## src/rtl/mem_xfer_unit_if.sv

```systemverilog
// Purpose: bundles the datapath-side and memory-side signals of mem_xfer_unit.
// Ports:   bus_in/MARin/MDRin/read/write and MAR/MDR/busy/done/err face the
//          datapath; mem_* face the RAM. slave = the unit, master = its environment.
interface mem_xfer_unit_if #(
   parameter int DATA_W = 32,
   parameter int ADDR_W = 9
) ();
   // datapath side
   logic [DATA_W-1:0] bus_in;
   logic              MARin;
   logic              MDRin;
   logic              read;
   logic              write;
   logic [ADDR_W-1:0] MAR;
   logic [DATA_W-1:0] MDR;
   logic              busy;
   logic              done;
   logic              err;
   // memory side
   logic [ADDR_W-1:0] mem_addr;
   logic [DATA_W-1:0] mem_wdata;
   logic              mem_rd;
   logic              mem_wr;
   logic [DATA_W-1:0] mem_rdata;
   logic              mem_ack;

   modport slave (
      input  bus_in, MARin, MDRin, read, write, mem_rdata, mem_ack,
      output MAR, MDR, busy, done, err, mem_addr, mem_wdata, mem_rd, mem_wr
   );

   modport master (
      output bus_in, MARin, MDRin, read, write, mem_rdata, mem_ack,
      input  MAR, MDR, busy, done, err, mem_addr, mem_wdata, mem_rd, mem_wr
   );
endinterface

```

## src/rtl/mem_xfer_unit.sv

```systemverilog
// Purpose: owns MAR/MDR and sequences multi-cycle RAM reads/writes with timeout.
// Latency: done after the mem_ack edge (USE_ACK=1) or WAIT_CYCLES edges after start;
//          err after TIMEOUT ack-less edges or on a read+write collision.
// Backpressure: while busy, MARin/MDRin/read/write are ignored and MAR/MDR frozen.
// Ports: clk, clear (async active-high); bus = mem_xfer_unit_if.slave.
module mem_xfer_unit #(
   parameter int DATA_W      = 32,
   parameter int ADDR_W      = 9,
   parameter bit USE_ACK     = 1'b1,
   parameter int WAIT_CYCLES = 2,
   parameter int TIMEOUT     = 15
) (
   input  logic             clk,
   input  logic             clear,
   mem_xfer_unit_if.slave   bus
);
   localparam int MAX_CNT = (TIMEOUT > WAIT_CYCLES) ? TIMEOUT : WAIT_CYCLES;
   localparam int CNT_W   = $clog2(MAX_CNT + 1);

   // cnt holds (edges spent in RD/WR) - 1, so the final edge is seen at N-1
   localparam logic [CNT_W-1:0] TO_LAST   = CNT_W'(TIMEOUT - 1);
   localparam logic [CNT_W-1:0] WAIT_LAST = CNT_W'(WAIT_CYCLES - 1);

   typedef enum logic [1:0] {
      IDLE = 2'd0,
      RD   = 2'd1,
      WR   = 2'd2
   } state_t;

   state_t            state;
   logic [CNT_W-1:0]  cnt;
   logic [ADDR_W-1:0] mar_q;
   logic [DATA_W-1:0] mdr_q;
   logic              busy_q;
   logic              done_q;
   logic              err_q;
   logic              rd_q;
   logic              wr_q;

   always_ff @(posedge clk or posedge clear) begin
      if (clear) begin
         state  <= IDLE;
         cnt    <= '0;
         mar_q  <= '0;
         mdr_q  <= '0;
         busy_q <= 1'b0;
         done_q <= 1'b0;
         err_q  <= 1'b0;
         rd_q   <= 1'b0;
         wr_q   <= 1'b0;
      end else begin
         done_q <= 1'b0;
         err_q  <= 1'b0;
         case (state)
            IDLE: begin
               cnt <= '0;
               if (bus.MARin) mar_q <= bus.bus_in[ADDR_W-1:0];
               if (bus.MDRin) mdr_q <= bus.bus_in;
               if (bus.read && bus.write) begin
                  // ambiguous request: reject it rather than guess a direction
                  err_q <= 1'b1;
               end else if (bus.read) begin
                  state  <= RD;
                  rd_q   <= 1'b1;
                  busy_q <= 1'b1;
               end else if (bus.write) begin
                  state  <= WR;
                  wr_q   <= 1'b1;
                  busy_q <= 1'b1;
               end
            end
            RD, WR: begin
               // ack is tested before the timeout so an ack on the last edge wins
               if ((USE_ACK && bus.mem_ack) || (!USE_ACK && cnt == WAIT_LAST)) begin
                  if (state == RD) mdr_q <= bus.mem_rdata;
                  done_q <= 1'b1;
                  state  <= IDLE;
                  busy_q <= 1'b0;
                  rd_q   <= 1'b0;
                  wr_q   <= 1'b0;
               end else if (USE_ACK && cnt == TO_LAST) begin
                  err_q  <= 1'b1;
                  state  <= IDLE;
                  busy_q <= 1'b0;
                  rd_q   <= 1'b0;
                  wr_q   <= 1'b0;
               end else begin
                  cnt <= cnt + 1'b1;
               end
            end
            default: begin
               state  <= IDLE;
               busy_q <= 1'b0;
               rd_q   <= 1'b0;
               wr_q   <= 1'b0;
            end
         endcase
      end
   end

   assign bus.MAR       = mar_q;
   assign bus.MDR       = mdr_q;
   assign bus.mem_addr  = mar_q;
   assign bus.mem_wdata = mdr_q;
   assign bus.busy      = busy_q;
   assign bus.done      = done_q;
   assign bus.err       = err_q;
   assign bus.mem_rd    = rd_q;
   assign bus.mem_wr    = wr_q;
endmodule

```

## src/flat_wrapper.sv

```systemverilog
// flat-port wrapper written by rule: the top's interface ports become plain ports
module mem_xfer_unit_flat 
#(
   parameter int DATA_W      = 32,
   parameter int ADDR_W      = 9,
   parameter bit USE_ACK     = 1'b1,
   parameter int WAIT_CYCLES = 2,
   parameter int TIMEOUT     = 15
)
  (clk, clear, bus_bus_in, bus_MARin, bus_MDRin, bus_read, bus_write, bus_mem_rdata, bus_mem_ack, bus_MAR, bus_MDR, bus_busy, bus_done, bus_err, bus_mem_addr, bus_mem_wdata, bus_mem_rd, bus_mem_wr);
  mem_xfer_unit_if #(.DATA_W(DATA_W), .ADDR_W(ADDR_W)) bus_i ();
  input  logic clk;
  input  logic clear;
  input wire logic [$bits(bus_i.bus_in)-1:0] bus_bus_in;
  input wire logic [$bits(bus_i.MARin)-1:0] bus_MARin;
  input wire logic [$bits(bus_i.MDRin)-1:0] bus_MDRin;
  input wire logic [$bits(bus_i.read)-1:0] bus_read;
  input wire logic [$bits(bus_i.write)-1:0] bus_write;
  input wire logic [$bits(bus_i.mem_rdata)-1:0] bus_mem_rdata;
  input wire logic [$bits(bus_i.mem_ack)-1:0] bus_mem_ack;
  output wire logic [$bits(bus_i.MAR)-1:0] bus_MAR;
  output wire logic [$bits(bus_i.MDR)-1:0] bus_MDR;
  output wire logic [$bits(bus_i.busy)-1:0] bus_busy;
  output wire logic [$bits(bus_i.done)-1:0] bus_done;
  output wire logic [$bits(bus_i.err)-1:0] bus_err;
  output wire logic [$bits(bus_i.mem_addr)-1:0] bus_mem_addr;
  output wire logic [$bits(bus_i.mem_wdata)-1:0] bus_mem_wdata;
  output wire logic [$bits(bus_i.mem_rd)-1:0] bus_mem_rd;
  output wire logic [$bits(bus_i.mem_wr)-1:0] bus_mem_wr;
  assign bus_i.bus_in = bus_bus_in;
  assign bus_i.MARin = bus_MARin;
  assign bus_i.MDRin = bus_MDRin;
  assign bus_i.read = bus_read;
  assign bus_i.write = bus_write;
  assign bus_i.mem_rdata = bus_mem_rdata;
  assign bus_i.mem_ack = bus_mem_ack;
  assign bus_MAR = bus_i.MAR;
  assign bus_MDR = bus_i.MDR;
  assign bus_busy = bus_i.busy;
  assign bus_done = bus_i.done;
  assign bus_err = bus_i.err;
  assign bus_mem_addr = bus_i.mem_addr;
  assign bus_mem_wdata = bus_i.mem_wdata;
  assign bus_mem_rd = bus_i.mem_rd;
  assign bus_mem_wr = bus_i.mem_wr;
  mem_xfer_unit #(.DATA_W(DATA_W), .ADDR_W(ADDR_W), .USE_ACK(USE_ACK), .WAIT_CYCLES(WAIT_CYCLES), .TIMEOUT(TIMEOUT)) u_core (.clk(clk), .clear(clear), .bus(bus_i));
endmodule
```

## config.mk

```make
export PLATFORM = sky130hd
export DESIGN_NAME = mem_xfer_unit_flat
export DESIGN_NICKNAME = d
export VERILOG_FILES = /design/src/rtl/mem_xfer_unit_if.sv /design/src/rtl/mem_xfer_unit.sv /design/src/flat_wrapper.sv
export SDC_FILE = /design/constraint.sdc
export NUM_CORES = 1
export LEC_CHECK = 0
export CAP_MARGIN = 20
export CORE_AREA = 5 5 118 98
export DETAILED_ROUTE_END_ITERATION = 10
export DIE_AREA = 0 0 123 103
export SYNTH_ARGS = -nofsm -noshare
export SYNTH_HDL_FRONTEND = slang
export SYNTH_SLANG_ARGS = --single-unit
```

## constraint.sdc

```tcl
create_clock -name clk -period 2.4 [get_ports clk]
set_clock_uncertainty 0.2 [all_clocks]
set_input_delay 0.24 -clock clk [delete_from_list [all_inputs] [get_ports clk]]
set_output_delay 0.24 -clock clk [all_outputs]
set_load 0.02 [all_outputs]
```

==> impl_metrics.ini <==
[status]
status = completed

[drt]
vias = 2125
antenna_left = 0
drc = 0
vias_per_cell = 4.30
dr.first_iter.drc_count = 98
wl_mm = 7.39
wire_per_inst_um = 14.9
drt-pass1-iter-count = 6

[setup_path]
path_delay_family = buffers and inverters
rrSetupSlack_ns = 0.29
worstSetupStartpointType = register
worst_path_max_delay_cell = dfrtp_1
worst-path-buf-inv = 3
slowest_delay_ns = 0.40
endpoint_kind = register
cp_max_fo = 11
reg2regPathDepth = 6
worstPathArrival_ns = 2.07
cp-startpoint = u_core.state[0]
r2r-end = u_core.bus.MDR[22]
cp_data_required_time_ns = 2.36
worstPathCellList = inv_1 > ha_2 > inv_2 > o221ai_4 > buf_4 > mux2_1
crit_type = register to register
r2r-start = u_core.state[0]

[logic_synthesis]
syn_area_per_cell_um2 = 13.1
synth_area_um2 = 3010
synth_nets = 305
yosys.area.top_type = dfrtp_1
synth-seq-area-share_pct = 43.3
synth-edff-count = 0
synth.distinct_cells = 30
synth_most_common_cell = dfrtp_1
ys_top_cells_by_count = dfrtp_1 (52), buf_4 (42), mux2_4 (30)
synth_area_leaders = dfrtp_1 (43%), mux2_4 (15%), buf_4 (10%), mux2_2 (10%), mux2_1 (5.6%)
ys.flop_type = dfrtp_1
ys_seq_elements = 52
async_reset_ff_share_pct = 100
yosys_warnings = 0
syn_inst = 229
synth_top_area_share_pct = 43.3

[timing]
worst_slew_pin_slew_ns = 0.597
rsz0062_at_grt = false
max_freq_mhz = 473
hold_viol = 0
setup_violations = 0
fin_crit_ns = 2.11
setup_tns_ns = 0
drv_slew = 0
maxSlewHeadroom_pct = 60.1
finalCritPeriodShare_pct = 88.0

[placed_design]
dp_hpwl_mm = 5.75
io_buffers = 157
place_congestion = 0.758

[clocking]
cts_buffers = 5
path_clk_slew_ns = 0.06
cts_setup_buffers = 0
clockBufferDepth = 2
cts_root_buffer = clkbuf_16
cts_tree = yes
cts_resized = 0
cts_sinks = 52
clk_latency_ns = 0.28
h-tree-depth = 2
cts_hold_buf = 0

[grt]
antenna_found_initial = 0
grt-ovfl-total = 0
grt.total_usage_pct = 11.2
grt_pass1_vias = 2164
grt_pass1_wl_mm = 11.3
grt_start_max_net_pins = 28

[power]
p_sw_w = 0.00271
pwr-share-comb_pct = 65.0
power_w = 0.00715
p_per_area_nw_per_um2 = 1540
p_int_w = 0.00444
power_frac_clock_pct = 11.8
p_sw_share_pct = 37.9
seqPwrFrac_pct = 23.2
max-vdd-ir-drop_mv = 0.647
leakage_nw = 1.97

[floorplan]
die_h_um = 103
core_area_um2 = 10400
io_pins = 158
rows = 34
die_width_um = 123
die-area_um2 = 12700
start_util_pct = 28.9

[worst_hold_path]
holdCritPathClass = primary input to async pin

[finish]
drive_gt1_share_pct = 22.6
nFillCells = 972
areaGrowthSynthToFinish_pct = 53.9
diodes = 0
nets = 425

[flow_run]
cap_violations = 0
power by group through the flow:
stage	sequential, W	combinational [W]	clock [W]
detailed placement	0.00168	0.00470	0
global placement	0.00168	0.00466	0
global route	0.00174	0.00493	0.000905
CTS	0.00168	0.00473	0.000877
floorplan	0.00209	0.00283	0
finish	0.00166	0.00465	0.000841
registers in the layout, summed over array words and instances, names as in the netlist:
| name | count |
|---|---|
| u_core.bus.MDR | 32 |
| u_core.bus.MAR | 9 |
| u_core.cnt | 4 |
| u_core.state | 2 |
| u_core.bus.busy | 1 |
| u_core.bus.done | 1 |
| u_core.bus.err | 1 |
| u_core.bus.mem_rd | 1 |
| u_core.bus.mem_wr | 1 |
how the worst max path moves through the flow:
stage                              end  slack, ns  depth (start not counted)
CTS                 u_core.bus.MDR[22]       0.28                          6
detailed placement  u_core.bus.MDR[22]       0.31                          6
global placement    u_core.bus.MDR[22]       0.38                          6
floorplan            u_core.bus.MDR[0]       0.39                          7
finish              u_core.bus.MDR[22]       0.29                          6
global route           u_core.state[0]       0.15                          6
logic make-up after synthesis:
family / synth area share [%]
compound gates: 5.45
fa+ha+maj: 2.08
buf+inv: 13.8
flops: 43.3
mux: 31.1
simple gates: 4.33
through the flow:
stage          std cells  area (um2)  setup WS [ns]  hold WS, ns  utilization, %
6_report             494        4630          0.288        0.153            44.4
4_1_cts              494        4630          0.278        0.186            44.4
5_1_grt              494        4630          0.150        0.232            44.4
3_5_place_dp         486        4450          0.308        0.281            42.7
2_1_floorplan        229        3010          0.395        0.174               -
3_3_place_gp         486        4450          0.381        0.286            42.7
cell usage in the layout, fill, tap and decap left out, drive strengths merged:
master / instances
a31o: 1
bufinv: 1
o21ai: 1
inv: 8
o311ai: 2
or4: 2
and4b: 1
ha: 5
nor2: 1
buf: 6
a21oi: 5
nor2b: 2
o211ai: 1
dfrtp: 52
o221ai: 1
and2: 3
mux2: 73
clkdlybuf4s50: 157
nand3: 6
clkbuf: 7
a31oi: 2
o22a: 4
nand2b: 3
a22oi: 1
o21ba: 1
a211o: 1
nand2: 3
final cells by class:
| type | instances | area, um2 | share of cell area [%] |
|---|---|---|---|
| clock buffer | 7 | 153 | 3.30 |
| clock inverter | 1 | 30.0 | 0.649 |
| inverter | 8 | 30.0 | 0.649 |
| multi-input combinational | 119 | 1290 | 27.9 |
| sequential | 52 | 1300 | 28.1 |
| tap | 144 | 180 | 3.89 |
| timing repair buffer | 163 | 1640 | 35.5 |
worst register-to-register path: cells and delay by family (launching register included):
family,cells,cell delay [ns]
AOI/OAI and AO/OA,1,0.23
adders and majority gates,1,0.36
buffers and inverters,3,0.44
DFF,1,0.40
muxes,1,0.36
metal layers:
layer	GRT usage, %	routed length (um)	share of wire, %
met2	17.8	3300	45
met4	1.79	13	0.18
met3	4.61	872	12
met1	14.8	3200	43
met5	0	0	0
No activity file was read; power rests on OpenSTA's default activity.
